$ cat config.mk
export PLATFORM = sky130hd
export DESIGN_NAME = icache_rsp
export DESIGN_NICKNAME = d
export VERILOG_FILES = /design/src/rtl/icache_rsp.sv
export SDC_FILE = /design/constraint.sdc
export NUM_CORES = 2
export LEC_CHECK = 0
export ABC_AREA = 1
export BUFFER_PORTS_ARGS = -buffer_cell sky130_fd_sc_hd__clkbuf_2
export CORE_MARGIN = 3
export CORE_UTILIZATION = 30
export CTS_BUF_LIST = sky130_fd_sc_hd__clkbuf_4
export DETAILED_ROUTE_END_ITERATION = 10
export PLACE_DENSITY = 0.49
export SYNTH_ARGS = -nofsm -noshare
export SYNTH_HDL_FRONTEND = slang
export SYNTH_MEMORY_MAX_BITS = 65536
export SYNTH_SLANG_ARGS = --single-unit
$ cat constraint.sdc
create_clock -name i_clk -period 3.1 [get_ports i_clk]
set_input_delay 0.31 -clock i_clk [delete_from_list [all_inputs] [get_ports i_clk]]
set_output_delay 0.31 -clock i_clk [all_outputs]
set_load 0.005 [all_outputs]
$ cat src/rtl/icache_rsp.sv
// Direct-mapped instruction cache answering the fetch stage; hits return data combinationally,
// misses stall fetch and refill the line one word at a time over a single-outstanding handshake.
module icache_rsp #(
    parameter int unsigned DEPTH      = 32,
    parameter int unsigned LINE_WORDS = 4
) (
    input  logic        i_clk,
    input  logic        i_rst_n,
    input  logic        i_req,
    input  logic [31:0] i_req_addr,
    input  logic        i_flush,
    output logic [31:0] o_rdata,
    output logic        o_vld,
    output logic        o_busy,
    output logic        o_mem_ren,
    output logic [31:0] o_mem_addr,
    input  logic        i_mem_ready,
    input  logic [31:0] i_mem_rdata,
    input  logic        i_mem_valid,
    output logic [15:0] o_miss_cnt
);

    localparam int unsigned WORD_W = $clog2(LINE_WORDS);
    localparam int unsigned IDX_W  = $clog2(DEPTH);
    localparam int unsigned TAG_W  = 30 - WORD_W - IDX_W;
    localparam logic [31:0] NOP    = 32'h0000_0033;
    localparam logic [WORD_W-1:0] LAST_WORD = WORD_W'(LINE_WORDS - 1);

    typedef enum logic [1:0] {StIdle, StReq, StWait} state_t;

    state_t              state_q;
    logic [WORD_W-1:0]   cnt_q;
    logic [IDX_W-1:0]    idx_q;
    logic [TAG_W-1:0]    tag_fill_q;
    logic                flush_pend_q;
    logic [DEPTH-1:0]    valid_q;

    logic [TAG_W-1:0]    tag_mem  [DEPTH];
    logic [31:0]         data_mem [DEPTH*LINE_WORDS];

    logic [WORD_W-1:0]   req_word;
    logic [IDX_W-1:0]    req_idx;
    logic [TAG_W-1:0]    req_tag;
    logic                hit;
    logic                mem_fire;
    logic                fill_last;
    logic                unused_addr_bits;

    assign req_word         = i_req_addr[2 +: WORD_W];
    assign req_idx          = i_req_addr[2 + WORD_W +: IDX_W];
    assign req_tag          = i_req_addr[31 -: TAG_W];
    assign unused_addr_bits = ^i_req_addr[1:0];

    assign hit = i_req & valid_q[req_idx] & (tag_mem[req_idx] == req_tag) & (state_q == StIdle);

    assign o_vld   = hit;
    assign o_rdata = hit ? data_mem[{req_idx, req_word}] : NOP;
    assign o_busy  = (i_req & ~hit) | (state_q != StIdle);

    assign mem_fire  = (state_q == StWait) & i_mem_valid;
    assign fill_last = (cnt_q == LAST_WORD);

    always_ff @(posedge i_clk or negedge i_rst_n) begin
        if (!i_rst_n) begin
            state_q      <= StIdle;
            cnt_q        <= '0;
            idx_q        <= '0;
            tag_fill_q   <= '0;
            flush_pend_q <= 1'b0;
            valid_q      <= '0;
            o_mem_ren    <= 1'b0;
            o_mem_addr   <= '0;
            o_miss_cnt   <= '0;
        end else begin
            if (i_flush) valid_q <= '0;
            case (state_q)
                StIdle: begin
                    // A flush cycle never launches a refill; the request retries next cycle.
                    if (i_req && !hit && !i_flush) begin
                        idx_q      <= req_idx;
                        tag_fill_q <= req_tag;
                        cnt_q      <= '0;
                        o_mem_addr <= {i_req_addr[31:WORD_W+2], {(WORD_W + 2){1'b0}}};
                        o_mem_ren  <= 1'b1;
                        state_q    <= StReq;
                        if (o_miss_cnt != 16'hFFFF) o_miss_cnt <= o_miss_cnt + 16'd1;
                    end
                end
                StReq: begin
                    if (i_flush) flush_pend_q <= 1'b1;
                    if (i_mem_ready) begin
                        o_mem_ren <= 1'b0;
                        state_q   <= StWait;
                    end
                end
                StWait: begin
                    if (i_flush) flush_pend_q <= 1'b1;
                    if (i_mem_valid) begin
                        if (fill_last) begin
                            // A flush seen at any point during the fill leaves the line invalid.
                            valid_q[idx_q] <= ~(flush_pend_q | i_flush);
                            flush_pend_q   <= 1'b0;
                            state_q        <= StIdle;
                        end else begin
                            cnt_q      <= cnt_q + WORD_W'(1);
                            o_mem_addr <= o_mem_addr + 32'd4;
                            o_mem_ren  <= 1'b1;
                            state_q    <= StReq;
                        end
                    end
                end
                default: state_q <= StIdle;
            endcase
        end
    end

    always_ff @(posedge i_clk) begin
        if (mem_fire) data_mem[{idx_q, cnt_q}] <= i_mem_rdata;
        if (mem_fire && fill_last) tag_mem[idx_q] <= tag_fill_q;
    end

endmodule

* Word-level counts from Yosys, hierarchy flattened
Memories as Yosys holds them, arrays and structs flattened.
Cells that the tools add are included.
** Word-level totals
- Register bits after elaboration :: 114
- Memory bits (writable) :: 4832
- Input bits :: 70
- Output and inout port bits :: 83
- Word-level logic and storage cells :: 87
- Memories :: 2
** Memories
- data_mem :: words 128, width 32, read ports 1, clocked after Yosys merged registers in 0, wr ports 1, line 39 : logic [31:0] data_mem [DEPTH*LINE_WORDS];
- tag_mem :: words 32, width 23, read ports 1, clocked after Yosys merged registers in 0, wr ports 1, line 38 : logic [TAG_W-1:0] tag_mem [DEPTH];
** Cells by class
- Add/subtract/negate cells :: 3
- Magnitude comparators :: 3
- Equality and inequality tests :: 9
- Multiplexer cells :: 36
- Bitwise gates (word level) :: 9
- Reduce and logical (&&, ||, !) cells :: 16
** Operators with widths (count)
- $mux 32 :: 8
- $pmux 32 s2 :: 1
- $add 32x3->32 const B :: 1
- $bwmux 32 :: 1
- $eq 23x23->1 :: 1
- $add 16x1->16 const B :: 1
- $ne 16x16->1 const B :: 1
- $mux 1 :: 14
- $lt 5x6->1 const B :: 2
- $mux 2 :: 6
- $ne 2x2->1 const B :: 3
- $pmux 2 s3 :: 1
- $reduce_and 3->1 :: 2
- $reduce_bool 2->1 :: 3
- $and 1x1->1 :: 5
- $bmux 1 s5 :: 1
- $demux 1 s5 :: 1
- $ge 5x1->1 const B :: 1
- $reduce_and 5->1 :: 1
- $eq 2x2->1 const B :: 2
- $logic_and 1x1->1 :: 4
- $pmux 2 s2 :: 1
- $reduce_and 4->1 :: 1
- $pmux 1 s3 :: 1
- 10 further kinds :: 13

* Depth between registers and ports, before layout
- Depth in word-level cells :: 10
- Depth in mapped cells :: 23
- Mapped depth without buffers :: 19

* Least setup slack after synthesis
No wires, ideal clock.
- Kind :: reg2reg
- Start point :: register state_q[0]
- End point :: memory data_mem[101][0] (enable)
- Library setup time :: 0.421 ns
- Arrival :: 2.883 ns
- Data required time :: 2.679 ns
- Path slack :: -0.204 ns
- Cell stages (with the launch flop) :: 9
- Path buffers :: 2
- Clock period less this slack :: 3.304 ns
- Cell sequence :: dfrtp_1 > inv_1 > ha_1 > clkbuf_1 > nand2_1 > nor2_1 > nand2_1 > clkbuf_1 > nor2_1
** Between the ends
- Word-level cells in the longest chain between the ends :: 4
** RTL lines
- start, declared :: line 31 : state_t state_q;
- start signal, assigned :: line 65 : state_q <= StIdle;
- start signal, assigned :: line 85 : state_q <= StReq;
- start signal, assigned :: line 93 : state_q <= StWait;
- $eq 2x2->1 :: line 60 : assign mem_fire = (state_q == StWait) & i_mem_valid;
- $and 1x1->1 :: line 60
- $mux 1 :: line 118 : if (mem_fire) data_mem[{idx_q, cnt_q}] <= i_mem_rdata;
- $mux 1 (not written as such) :: line 118
- end, declared :: line 39
Every way passes these cells.

* Worst setup path after layout
- Start point :: memory tag_mem[9][21] (netlist name)
- End point :: output o_rdata[1]
** Between the ends
- Word-level cells in the longest chain between the ends :: 5
** RTL lines
- start, declared :: line 38
- $mem_v2 32x23
- $eq 23x23->1 :: line 54 : assign hit = i_req & valid_q[req_idx] & (tag_mem[req_idx] == req_tag) & (state_q == StIdle);
- $and 1x1->1 (2 in series) :: line 54
- $mux 32 :: line 57 : assign o_rdata = hit ? data_mem[{req_idx, req_word}] : NOP;
- end, declared :: line 12 : output logic [31:0] o_rdata,
Every way passes these cells.

==> results.yml <==
run_status:
  status: "finished, violations left"
  violations: "setup timing"
worst_setup_path:
  worstPathArrival_ns: 4.22
  crit_path_end_kind: "primary output"
  critPathSlowestCell: "edfxtp_1"
  critPathMaxStageDelay_ns: 0.36
  path_cells: "nand2_1 -> nand3_1 -> nand3_1 -> nand2_1 -> nand2_1 -> nand3_4 -> nand2_1 -> nand2_1 -> nand2_1 -> nor2_1 -> buf_4 -> nand2_1 -> nor2_2 -> nand3_2 -> buf_12 -> buf_8 -> clkinvlp_4 -> nand3_2 -> buf_8"
  worstPathMaxFanout: 6
  critPathBufInv: 5
  path_class: "register to primary output"
  crit_top_cell: "nand2_1"
  rrSetupSlack_ns: 0.26
  required_ns: 2.79
  crit_family: "simple AND/OR/NAND/NOR gates"
  critPathLaunchType: "register"
die:
  die_h_um: 814
  fp.dieW_um: 814
  io_pins: 153
  dieArea_um2: 663000
  coreArea_um2: 651000
  start_util_pct: 30.1
  core.rowCount: 296
sta:
  clock.fmax_mhz: 221
  fin_tns_setup_ns: -44.83
  worst_slew_pin_slew_ns: 1.36
  relSlewSlack_pct: 9.49
  whs_ns: 0.311
  setup_viol: 34
  rsz0062_at_grt: "yes"
  setup_slack_ns: -1.43
  finClkSkew_ns: 0.192
  drv_slew: 0
  hold_viol_final: 0
  fin_crit_sh_pct: 146
  fin_crit_ns: 4.53
final_layout:
  final_area_um2: 240000
  layout-drive-gt1-share_pct: 25.1
  nets: 16600
  area_growth_pct: 22.3
  fillers: 62700
logic_synthesis:
  yosysMostFrequentCell: "edfxtp_1"
  synth_area_um2: 196000
  synth_cell_types: 40
  ys_ff_latch: 4944
  synth_ff_type: "edfxtp_1"
  synth-async-reset-ratio_pct: 2.27
  synth-seq-area-share_pct: 75.4
  ys_top_cells_by_count: "4,832 x edfxtp_1, 2,403 x nor2_1, 2,160 x o21ai_0"
  netlist_top_cells_area: "edfxtp_1 74%, o21ai_0 5.5%, nor2_1 4.6%, nand3_1 2.8%, o221a_2 2.6%"
  ys_warn_count: 0
  syn_area_per_cell_um2: 13.5
  synth_area_leader_cell: "edfxtp_1"
  synth_cells: 14600
  synth_top_area_share_pct: 74.0
  synth_edf_count: 4832
clocking:
  h-tree-depth: 7
  clkSlewWorstSetupHoldPaths_ns: 0.07
  insertion_delay_ns: 1.84
  cts_tree: "built"
  clock-root-buffer: "clkbuf_4"
  clockBufferDepth: 5
  cts_made_buffers: 1346
  cts_sinks: 4944
worst_hold_path:
  hold_class: "input port to register"
placement:
  gp_congestion: 0.825
  dpl-instance-area_um2: 220000
  dp_worst_setup_slack_ns: -1.29
  dp_hpwl_um: 378000
  io_buffer_count: 148
power_and_ir_drop:
  max-vdd-ir-drop_mv: 0.442
  leakagePower_uw: 0.0803
  power.density_nw_per_um2: 614
  p_total_uw: 147000
run:
  maxCapViolCount: 0
drt:
  via_per_inst: 5.14
  route.detailed.drc: 0
  drtPass1Iterations: 6
  wl_per_cell_um: 25.2
  drtIter0Drc: 12600
  drt_wl_total_um: 654000
  postRouteAntennaNets: 0
  vias: 134000
grt:
  antenna_found_initial: 23
  gr-total-overflow: 0
  grt_pass1_wl_um: 933000
  grt_max_degree: 129
  grt_use_total_pct: 19.1
  grt_pass1_vias: 130000
[kinds of logic after synthesis]
kind of cell	count (synthesis)	share of synthesized area (%)
AO/OA/AOI/OAI	3526	11.8
XOR/XNOR	37	0.165
adder cells (fa/ha/maj)	9	0.0574
buffers and inverters	1245	2.59
flip-flops	4944	75.4
multiplexers	2	0.0102
other	1	0.00191
AND/OR/NAND/NOR	4788	9.91
[registers in the layout, summed over array words and instances (netlist names), 2 cells and up]
| register | count |
|---|---|
| o_mem_addr | 30 |
| valid_q | 32 |
| tag_mem | 736 |
| idx_q | 5 |
| tag_fill_q | 23 |
| o_miss_cnt | 16 |
| state_q | 2 |
| cnt_q | 2 |
| data_mem | 4096 |
[per-stage QoR]
step | instances | util (%)
floorplan | 14600 | -
global placement | 23600 | 33.8
detailed placement | 23600 | 33.8
CTS | 25900 | 36.7
global route | 26000 | 36.9
finish | 26000 | 36.9
[report_power, final]
group / switching, µW / internal [µW] / leakage (µW)
registers: 1540 / 75300 / 0.0449
logic: 9110 / 4460 / 0.0257
clock network: 26600 / 30300 / 0.00965
[layout by cell type, fill, tap and decap left out, types with 55 or more instances in the layout]
cell,Yosys,layout
edfxtp_1,4832,4832
nor2_1,2403,2208
o21ai_0,2160,2159
clkbuf_4,0,1949
nand2_1,1243,1176
nand3_1,1114,1024
buf_4,44,901
o221ai_1,448,448
o221a_2,445,445
buf_12,0,433
o311ai_0,218,183
dlygate4sd3_1,0,183
clkinv_1,19,181
nor2_4,0,180
o22ai_1,151,151
dfrtp_1,112,112
inv_1,113,107
clkbuf_2,0,93
nand3_2,1,71
nand2_2,1,60
o21ai_1,54,55
[worst paths after layout]
check,from,end,cells after the start
hold reg to reg,valid_q[17],valid_q[17],2
setup reg to reg,state_q[0],o_mem_addr[20],12
setup / recovery,tag_mem[9][21],o_rdata[1],19
hold / removal,i_req,tag_fill_q[16],6
max in group asynchronous,i_rst_n,o_miss_cnt[3],7
min in group asynchronous,i_rst_n,o_mem_addr[27],6
[what timing repair did]
item / CTS / global route
setup buffers: 5 / 5
gates resized for setup: 147 / 178
hold endpoints to repair: 9132 / 0
cloned: 2 / 0
endpoints found under the setup margin: 34 / 49
hold buffers: 209 / 0
pin swaps: 37 / 57
[layout make-up]
cell class | instances | area [µm²] | area share (%)
diodes | 33 | 82.6 | 0.0344
clock buffers | 1949 | 14600 | 6.10
clock inverters | 214 | 1440 | 0.601
inverters | 135 | 563 | 0.235
multi-input cells | 8364 | 45400 | 18.9
flip-flops and latches | 4944 | 148000 | 61.7
well taps | 8642 | 10800 | 4.51
repair buffers | 1683 | 19000 | 7.92
[worst register-to-register path, cell delays in order, from the launching register on]
cell and delay [ns]:
dfrtp_1 0.38, inv_1 0.08, buf_4 0.10, ha_2 0.18
buf_8 0.26, inv_1 0.14, buf_4 0.22, nand2_1 0.07
dlygate4sd3_1 0.54, o21ai_0 0.08, dlygate4sd3_1 0.56, nand3_1 0.09
nand2_1 0.06
[routing by layer]
layer	global-route usage [%]	share of wire [%]
met5	0	0
met4	6.24	2.3
met3	3.63	6.7
met2	31.0	47
met1	26.0	43
No activity file was read; power rests on OpenSTA's default activity.
